File: src/rtl/panel_pkg.sv
// Shared types and constants for the HUB75 BCM panel driver.
package panel_pkg;

    typedef enum logic [2:0] {
        ST_IDLE    = 3'd0,
        ST_SHIFT   = 3'd1,
        ST_WAIT    = 3'd2,
        ST_BLANK   = 3'd3,
        ST_LATCH   = 3'd4,
        ST_UNLATCH = 3'd5,
        ST_SHOW    = 3'd6
    } panel_state_e;

    localparam int unsigned R_BASE  = 11;
    localparam int unsigned G_BASE  = 5;
    localparam int unsigned B_BASE  = 0;
    localparam int unsigned R_WIDTH = 5;
    localparam int unsigned G_WIDTH = 6;
    localparam int unsigned B_WIDTH = 5;

    // Two-bit {lower half, upper half} colour lanes driven onto the connector.
    typedef struct packed {
        logic [1:0] r;
        logic [1:0] g;
        logic [1:0] b;
    } panel_rgb_t;

    // {r,g,b} bits of plane p when only the top 'planes' bits of each field are used.
    function automatic logic [2:0] plane_bits(input logic [15:0] px,
                                              input int unsigned planes,
                                              input int unsigned p);
        logic [2:0] bits;
        bits[2] = px[4'(R_BASE + R_WIDTH - planes + p)];
        bits[1] = px[4'(G_BASE + G_WIDTH - planes + p)];
        bits[0] = px[4'(B_BASE + B_WIDTH - planes + p)];
        return bits;
    endfunction

endpackage

File: src/rtl/panel_tick_gen.sv
// Enable strobe asserted once every PRESCALER+1 core clocks.
module panel_tick_gen #(
    parameter int unsigned PRESCALER = 0
) (
    input  logic i_clk,
    input  logic i_rst_n,
    output logic o_tick_c
);

    localparam int unsigned CW = (PRESCALER > 0) ? $clog2(PRESCALER + 1) : 1;

    logic [CW-1:0] cnt_q;
    logic [CW-1:0] cnt_d;

    assign o_tick_c = (cnt_q == CW'(PRESCALER));

    always_comb begin
        cnt_d = o_tick_c ? '0 : cnt_q + CW'(1);
    end

    always_ff @(posedge i_clk or negedge i_rst_n) begin
        if (!i_rst_n) begin
            cnt_q <= '0;
        end else begin
            cnt_q <= cnt_d;
        end
    end

endmodule

File: src/rtl/panel_bcm_driver.sv
// HUB75 driver with binary-coded-modulation greyscale; the next bit plane is
// shifted into the panel while the previously latched plane is on display.
module panel_bcm_driver
    import panel_pkg::*;
#(
    parameter int unsigned PRESCALER = 0,
    parameter int unsigned COLS      = 64,
    parameter int unsigned ROW_BITS  = 5,
    parameter int unsigned PLANES    = 5,
    parameter int unsigned BASE_ON   = 64
) (
    input  logic                              i_clk,
    input  logic                              i_rst_n,
    input  logic                              i_enable,
    output logic [ROW_BITS+$clog2(COLS)-1:0]  o_ram_addr,
    input  logic [15:0]                       i_ram_b1_data,
    input  logic [15:0]                       i_ram_b2_data,
    output logic                              o_ram_read_stb,
    output logic                              o_data_clock,
    output logic                              o_data_latch,
    output logic                              o_data_blank,
    output logic [1:0]                        o_data_r,
    output logic [1:0]                        o_data_g,
    output logic [1:0]                        o_data_b,
    output logic [ROW_BITS-1:0]               o_row_select,
    output logic                              o_frame_done
);

    localparam int unsigned COL_AW = $clog2(COLS);
    localparam int unsigned ADDR_W = ROW_BITS + COL_AW;
    localparam int unsigned CNT_W  = $clog2(COLS) + 1;
    localparam int unsigned TMR_W  = $clog2(BASE_ON << (PLANES - 1)) + 1;
    localparam int unsigned PL_W   = (PLANES > 1) ? $clog2(PLANES) : 1;

    logic tick_c;

    panel_tick_gen #(
        .PRESCALER (PRESCALER)
    ) u_tick_gen (
        .i_clk    (i_clk),
        .i_rst_n  (i_rst_n),
        .o_tick_c (tick_c)
    );

    panel_state_e          state_q, state_d;
    logic [ROW_BITS-1:0]   row_q, row_d;
    logic [PL_W-1:0]       plane_q, plane_d;
    logic [CNT_W-1:0]      col_cnt_q, col_cnt_d;
    logic                  phase_q, phase_d;
    logic [TMR_W-1:0]      timer_q, timer_d;
    logic [ADDR_W-1:0]     addr_q, addr_d;
    logic                  stb_q, stb_d;
    logic                  dclk_q, dclk_d;
    logic                  latch_q, latch_d;
    logic                  blank_q, blank_d;
    panel_rgb_t            rgb_q, rgb_d;
    logic [ROW_BITS-1:0]   row_sel_q, row_sel_d;
    logic                  frame_done_q, frame_done_d;

    logic [2:0]            b1_bits_c;
    logic [2:0]            b2_bits_c;
    logic                  timer_expiring_c;
    logic                  last_plane_c;
    logic                  last_row_c;

    assign b1_bits_c        = plane_bits(i_ram_b1_data, PLANES, 32'(plane_q));
    assign b2_bits_c        = plane_bits(i_ram_b2_data, PLANES, 32'(plane_q));
    assign timer_expiring_c = (timer_q <= TMR_W'(1));
    assign last_plane_c     = (plane_q == PL_W'(PLANES - 1));
    assign last_row_c       = (row_q == {ROW_BITS{1'b1}});

    // Next-state and output decode; everything advances on ticks only.
    always_comb begin
        state_d      = state_q;
        row_d        = row_q;
        plane_d      = plane_q;
        col_cnt_d    = col_cnt_q;
        phase_d      = phase_q;
        timer_d      = timer_q;
        addr_d       = addr_q;
        stb_d        = stb_q;
        dclk_d       = dclk_q;
        latch_d      = latch_q;
        blank_d      = blank_q;
        rgb_d        = rgb_q;
        row_sel_d    = row_sel_q;
        frame_done_d = 1'b0;

        if (tick_c) begin
            if (timer_q != '0) begin
                timer_d = timer_q - TMR_W'(1);
            end

            case (state_q)
                ST_IDLE: begin
                    // The last shown plane keeps its full on-time before blanking.
                    if (timer_expiring_c) begin
                        blank_d = 1'b1;
                    end
                    if (i_enable) begin
                        state_d   = ST_SHIFT;
                        stb_d     = 1'b1;
                        addr_d    = {row_q, {COL_AW{1'b0}}};
                        col_cnt_d = CNT_W'(COLS);
                        phase_d   = 1'b0;
                    end
                end

                ST_SHIFT: begin
                    if (!phase_q) begin
                        dclk_d  = 1'b1;
                        rgb_d.r = {b2_bits_c[2], b1_bits_c[2]};
                        rgb_d.g = {b2_bits_c[1], b1_bits_c[1]};
                        rgb_d.b = {b2_bits_c[0], b1_bits_c[0]};
                        addr_d  = {addr_q[ADDR_W-1:COL_AW], addr_q[COL_AW-1:0] + COL_AW'(1)};
                        phase_d = 1'b1;
                    end else begin
                        dclk_d    = 1'b0;
                        col_cnt_d = col_cnt_q - CNT_W'(1);
                        phase_d   = 1'b0;
                        if (col_cnt_q == CNT_W'(1)) begin
                            stb_d   = 1'b0;
                            state_d = ST_WAIT;
                        end
                    end
                end

                ST_WAIT: begin
                    if (timer_expiring_c) begin
                        state_d = ST_BLANK;
                    end
                end

                ST_BLANK: begin
                    blank_d = 1'b1;
                    state_d = ST_LATCH;
                end

                ST_LATCH: begin
                    latch_d = 1'b1;
                    if (plane_q == '0) begin
                        row_sel_d = row_q;
                    end
                    state_d = ST_UNLATCH;
                end

                ST_UNLATCH: begin
                    latch_d = 1'b0;
                    state_d = ST_SHOW;
                end

                ST_SHOW: begin
                    blank_d = 1'b0;
                    timer_d = TMR_W'(BASE_ON) << plane_q;
                    if (last_plane_c) begin
                        plane_d = '0;
                        row_d   = row_q + ROW_BITS'(1);
                        if (last_row_c) begin
                            frame_done_d = 1'b1;
                        end
                    end else begin
                        plane_d = plane_q + PL_W'(1);
                    end
                    if (i_enable) begin
                        state_d   = ST_SHIFT;
                        stb_d     = 1'b1;
                        addr_d    = {row_d, {COL_AW{1'b0}}};
                        col_cnt_d = CNT_W'(COLS);
                        phase_d   = 1'b0;
                    end else begin
                        state_d = ST_IDLE;
                    end
                end

                default: begin
                    state_d = ST_IDLE;
                end
            endcase
        end
    end

    always_ff @(posedge i_clk or negedge i_rst_n) begin
        if (!i_rst_n) begin
            state_q      <= ST_IDLE;
            row_q        <= '0;
            plane_q      <= '0;
            col_cnt_q    <= '0;
            phase_q      <= 1'b0;
            timer_q      <= '0;
            addr_q       <= '0;
            stb_q        <= 1'b0;
            dclk_q       <= 1'b0;
            latch_q      <= 1'b0;
            blank_q      <= 1'b1;
            rgb_q        <= '0;
            row_sel_q    <= '0;
            frame_done_q <= 1'b0;
        end else begin
            state_q      <= state_d;
            row_q        <= row_d;
            plane_q      <= plane_d;
            col_cnt_q    <= col_cnt_d;
            phase_q      <= phase_d;
            timer_q      <= timer_d;
            addr_q       <= addr_d;
            stb_q        <= stb_d;
            dclk_q       <= dclk_d;
            latch_q      <= latch_d;
            blank_q      <= blank_d;
            rgb_q        <= rgb_d;
            row_sel_q    <= row_sel_d;
            frame_done_q <= frame_done_d;
        end
    end

    assign o_ram_addr     = addr_q;
    assign o_ram_read_stb = stb_q;
    assign o_data_clock   = dclk_q;
    assign o_data_latch   = latch_q;
    assign o_data_blank   = blank_q;
    assign o_data_r       = rgb_q.r;
    assign o_data_g       = rgb_q.g;
    assign o_data_b       = rgb_q.b;
    assign o_row_select   = row_sel_q;
    assign o_frame_done   = frame_done_q;

endmodule

File: config.mk
export PLATFORM = sky130hd
export DESIGN_NAME = panel_bcm_driver
export DESIGN_NICKNAME = d
export VERILOG_FILES = /design/src/rtl/panel_pkg.sv /design/src/rtl/panel_tick_gen.sv /design/src/rtl/panel_bcm_driver.sv
export SDC_FILE = /design/constraint.sdc
export NUM_CORES = 1
export LEC_CHECK = 0
export ABC_AREA = 1
export CAP_MARGIN = 20
export CORE_MARGIN = 1.5
export CORE_UTILIZATION = 55
export DETAILED_ROUTE_END_ITERATION = 10
export PLACE_DENSITY = 0.88
export RECOVER_POWER = 100
export SLEW_MARGIN = 20
export SYNTH_ARGS = -nofsm -noshare
export SYNTH_HDL_FRONTEND = slang
export SYNTH_HIERARCHICAL = 1
export SYNTH_SLANG_ARGS = --single-unit
File: constraint.sdc
create_clock -name i_clk -period 4.6 [get_ports i_clk]
set_input_delay 1.38 -clock i_clk [delete_from_list [all_inputs] [get_ports i_clk]]
set_output_delay 1.38 -clock i_clk [all_outputs]
set_load 0.05 [all_outputs]
; Word level (Yosys, flattened, before mapping)
; Cells that the tools add are included.
[word_totals]
reg_bits = 58
in_bits = 35
out_inout_bits = 27
elab_cells = 118
[op_classes]
add_sub_neg = 8
magnitude_cmp = 4
eq_ne = 17
n_shift = 1
muxes = 44
bitwise_logic = 3
reduce_logical = 23
[ops]
columns = op, count
row1 = 2-to-1 mux 11 bit, 4
row2 = case mux 11 bit (3 select lines), 1
row3 = case mux 3 bit (7 select lines), 1
row4 = AND reduction 5 bit, 4
row5 = 2-to-1 mux 1 bit, 18
row6 = binary-select mux 1 bit (select 4 bit), 4
row7 = 2-to-1 mux 3 bit, 5
row8 = 2-to-1 mux 7 bit, 2
row9 = "!= test 2 bit, second input constant", 7
row10 = case mux 7 bit (2 select lines), 1
row11 = "equality test 3 bit, second input constant", 4
row12 = AND reduction 3 bit, 4
row13 = "<= comparator 11 x 1 -> 1 bit, second input constant", 1
row14 = nonzero test 11 bit, 1
row15 = "left shift 7 x 3 -> 11 bit, first input constant", 1
row16 = "subtractor 11 x 1 -> 11 bit, second input constant", 1
row17 = "< comparator 4 x 5 -> 1 bit, second input constant", 2
row18 = AND reduction 2 bit, 4
row19 = nonzero test 2 bit, 4
row20 = "equality test 7 x 1 -> 1 bit, second input constant", 1
row21 = "subtractor 7 x 1 -> 7 bit, second input constant", 1
row22 = "adder 6 x 1 -> 6 bit, second input constant", 1
row23 = binary-select mux 1 bit (select 3 bit), 2
row24 = "equality test 3 x 2 -> 1 bit, second input constant", 2
row25 = other kinds (18), 24

; Depth between registers and ports, before layout
[depth]
depth_word = 5
ltp_mapped = 12
mapped_depth_nobuf = 10

; Cells and area by module
; The synthesis kept the hierarchy.
[by_module_without_submodules]
columns = mod, n_inst, cells_each, area_per_inst_um2, seq_area_each_um2
row1 = panel_bcm_driver, 1, 591, 3992.6, 1427.6
row2 = panel_tick_gen, 1, 2, 11.3, 0.0

; Worst setup path after synthesis
; OpenSTA, ideal clock, no wires.
[synth_path]
path_kind = reg-to-reg
startpoint = reg plane_q[1]
endpoint = reg rgb_q, in the netlist o_data_r[0]
setup_time_ps = 118
t_arrival_ps = 1970
t_required_ps = 4482
path_slack_ps = 2512
stages_incl_launch_ff = 12
path_buffers = 2
period_less_slack_ps = 2088
cell_sequence = dfrtp_1 -> inv_1 -> buf_1 -> ha_1 -> clkbuf_1 -> clkinv_1 -> nand3_1 -> nand3_1 -> nand3_1 -> nand2_1 -> nand2_1 -> nand2_1
[synth_between]
elab_chain_len = 3
[synth_rtl]
columns = element, line
row1 = from (decl), panel_bcm_driver.sv:47  ; logic [PL_W-1:0] plane_q, plane_d;
row2 = from (signal assigned), panel_bcm_driver.sv:201  ; plane_q <= plane_d;
row3 = adder 4 x 3 -> 4 bit, panel_pkg.sv:33  ; bits[2] = px[4'(R_BASE + R_WIDTH - planes + p)];
row4 = binary-select mux 1 bit (select 4 bit), panel_pkg.sv:33
row5 = 2-to-1 mux 1 bit (not written as such), panel_pkg.sv:33
row6 = to (signal assigned), panel_bcm_driver.sv:210  ; rgb_q <= rgb_d;
row7 = to (decl), panel_bcm_driver.sv:56  ; panel_rgb_t rgb_q, rgb_d;
; No other way between the ends. The select of a mux whose other input is x is not followed.
; A chain may end at the register's enable or synchronous reset.

; Worst setup path in the final report
[layout_path]
startpoint = reg blank_q, in the netlist o_data_blank
endpoint = out o_data_blank
[layout_rtl]
columns = element, line
row1 = from (decl), panel_bcm_driver.sv:55  ; logic blank_q, blank_d;
row2 = from (signal assigned), panel_bcm_driver.sv:209  ; blank_q <= blank_d;
row3 = to (decl), panel_bcm_driver.sv:21  ; output logic o_data_blank,
; No word-level cell between the ends.

==> out/qor.yml <==
pwr:
  leakage_nw: 2.48
  power_density_nw_per_um2: 738
  ir_drop_mv: 0.460
worst_setup_path:
  crit_slowest_cell: "dlygate4sd3_1"
  r2r_slack_ns: 1.73
  end_kind: "primary output"
  timing.rr.start: "plane_q[1]$_DFFE_PN0P_"
  crit_chain: "dlygate4sd3_1"
  critical-path-top-delay-family: "buffers and inverters"
  startpoint_type: "register"
  crit_fanout: 2
  crit_buf_inv: 1
  arrival_ns: 1.73
  path_class: "register to primary output"
  reg2reg_to: "o_data_r[0]$_DFFE_PN0P_"
  crit_required_ns: 3.22
  reg2reg_depth: 9
  worst_path_largest_cell_delay_ns: 0.86
detailed_routing:
  drtPass1Iterations: 5
  drt_first_iter_violations: 246
  avgViaCountPerCell: 5.40
  routed_wl_mm: 10.1
  routedWlPerCell_um: 13.5
  vias: 4042
  drc: 0
  postRouteAntennaNets: 0
timing:
  slew_headroom: -0.327
  rsz0062_at_grt: "false"
  finalCriticalPeriod_ns: 3.11
  hold_viol: 0
  max_freq_ghz: 0.321
  setup_viol: 0
  tightestPinTransition_ns: 1.99
  drv_slew: 38
  finalCritPeriodShare: 0.677
  fin_ws_ns: 1.49
  tns_ns: 0
  finClkSkew_ns: 0.00571
grt:
  grt_max_degree: 38
  antenna_found_initial: 0
  overflow: 0
  track_usage: 0.274
  grt_pass1_vias: 3711
  grt_pass1_wl_mm: 16.7
clock_tree:
  cts_sinks: 57
  root_buffer: "clkbuf_8"
  clk_pin_slew_worst_paths_ns: 0.07
  post_cts_buffers: 0
  cts_max_level: 3
  cts_made_buffers: 9
  cts_resized: 0
  cts_tree: "built"
  clockBufferDepth: 2
  cts_hold_buf: 0
  clock_latency_ns: 0.34
placed_design:
  io_buffers: 61
  postPlaceCellArea_sq_um: 4640
  dp_cells: 732
  dp_hpwl_mm: 7.34
  post-place-ws_ns: 1.81
  finalWeightedCongestion: 0.900
logic_synthesis:
  synth-seq-area-share: 0.357
  synth.distinct_cells: 37
  synth-seq-cells: 57
  yosys_warnings: 6
  syn_area_sq_um: 4000
  syn_avg_cell_area_sq_um: 6.75
  synth_nets: 645
  synthCells: 593
min_path:
  hold_path.class: "register to register"
  hold_end: "o_data_blank$_DFFE_PN1P_"
  hold_depth: 2
  worstHoldStart: "o_data_blank$_DFFE_PN1P_"
floorplanning:
  initial_core_util: 0.580
  fp.dieW_um: 88.3
  dieArea_sq_um: 7800
  fp.dieH_um: 88.3
  row_count: 30
  coreArea_sq_um: 6910
  io_pins: 62
status:
  status: "finished with violations"
  violations: "capacitance limit, slew limit"
cells_and_area:
  diodes: 0
  fin_cells: 748
  stdcell_area_sq_um: 4740
  final_util: 0.687
  area_delta_synth_final_pct: 18.4
  nets: 699
  drive_gt1_frac: 0.0475
flow_run:
  max_cap_viol_count: 1
==> logic make-up (layout without fill, tap and decap cells) <==
logic type      after synthesis  in the layout  share of synthesized area
simple gates                363            363                      0.400
buf+inv                      94            153                     0.0969
flops                        57             57                      0.357
compound gates               50             50                     0.0681
fa+ha+maj                    17             17                     0.0531
xor+xnor                     11             11                     0.0241
other cells                   1              1                   0.000937
==> power breakdown <==
group	internal (mW)	switching (mW)	leakage (nW)
clock	0.221	0.210	0.0911
sequential	0.721	0.223	0.714
combinational	0.692	1.43	1.67
total	1.63	1.87	2.48
==> area by class of cell <==
class                   instances  area (sq um)
inverters                      74           279
fillers                       622          2160
clock buffers                  11           151
flip-flops and latches         57          1430
well taps                      96           120
repair buffers                 63           619
clock inverters                 5          30.0
multi-input cells             442          2110
==> placed cells by master (no fill, tap or decap), types with 4 or more instances in the layout <==
master / synthesis / final
a21oi_1: 4 / 4
dlygate4sd3_1: 0 / 30
xor2_1: 9 / 9
nor3_1: 5 / 6
clkbuf_8: 0 / 11
nand2_1: 196 / 200
o21ai_0: 16 / 30
clkdlybuf4s50_1: 0 / 30
ha_1: 17 / 17
a31oi_1: 6 / 6
nand3_1: 89 / 94
nor2_1: 50 / 51
nand4_1: 4 / 4
dfrtp_1: 56 / 56
inv_2: 7 / 4
o211ai_1: 4 / 4
inv_1: 65 / 68
==> cells in the mapped netlist (all sizes together) <==
| master | instances | area share |
|---|---|---|
| clkbuf | 6 | 0.0056 |
| conb | 1 | 0.00094 |
| a21oi | 4 | 0.0050 |
| o21a | 1 | 0.0019 |
| nor3 | 6 | 0.0087 |
| a31oi | 6 | 0.0094 |
| xnor2 | 2 | 0.0044 |
| or2 | 1 | 0.0016 |
| inv | 73 | 0.069 |
| nand3b | 1 | 0.0019 |
| nand3 | 95 | 0.13 |
| o211ai | 4 | 0.0075 |
| o21ai | 33 | 0.041 |
| xor2 | 9 | 0.020 |
| dfstp | 1 | 0.0066 |
| nand2 | 201 | 0.19 |
| dfrtp | 56 | 0.35 |
| ha | 17 | 0.053 |
| o22ai | 2 | 0.0031 |
| nor2 | 54 | 0.057 |
| nor3b | 1 | 0.0031 |
| nand4 | 4 | 0.0062 |
| buf | 14 | 0.021 |
| clkinv | 1 | 0.00094 |
==> metal layers <==
layer / vias to the layer above / GRT usage / wire length [um]
met4: 0 / 0.0895 / 191
met3: 24 / 0.0560 / 571
met2: 132 / 0.454 / 4720
met1: 1887 / 0.361 / 4590
li1: 1999 / - / -
met5: - / 0 / 0
==> how the worst max path moves through the flow <==
stage	from	to	slack, ns	cells after the start
after CTS	o_data_blank$_DFFE_PN1P_	o_data_blank	1.54	1
after global placement	plane_q[1]$_DFFE_PN0P_	o_data_r[0]$_DFFE_PN0P_	1.82	9
final	o_data_blank$_DFFE_PN1P_	o_data_blank	1.49	1
after floorplan	plane_q[1]$_DFFE_PN0P_	o_data_r[0]$_DFFE_PN0P_	2.51	11
after global routing	i_rst_n	timer_q[8]$_DFFE_PN0P_	1.44	2
after detailed placement	plane_q[1]$_DFFE_PN0P_	o_data_r[0]$_DFFE_PN0P_	1.81	9
==> through the flow <==
| step | hold slack, ns | total power [mW] |
|---|---|---|
| after floorplan | 0.459 | 2.55 |
| after global placement | 0.452 | 3.06 |
| after detailed placement | 0.453 | 3.12 |
| after CTS | 0.463 | 3.57 |
| after global routing | 0.475 | 3.80 |
| final | 0.457 | 3.50 |
==> registers in the layout (all words and copies together) (netlist names), 2 cells and up <==
| name | count |
|---|---|
| row_q | 5 |
| state_q | 3 |
| o_data_b | 2 |
| col_cnt_q | 7 |
| plane_q | 3 |
| o_row_select | 5 |
| o_data_r | 2 |
| timer_q | 11 |
| o_ram_addr | 11 |
| o_data_g | 2 |
Note: power is estimated with default switching activity, not from simulation.
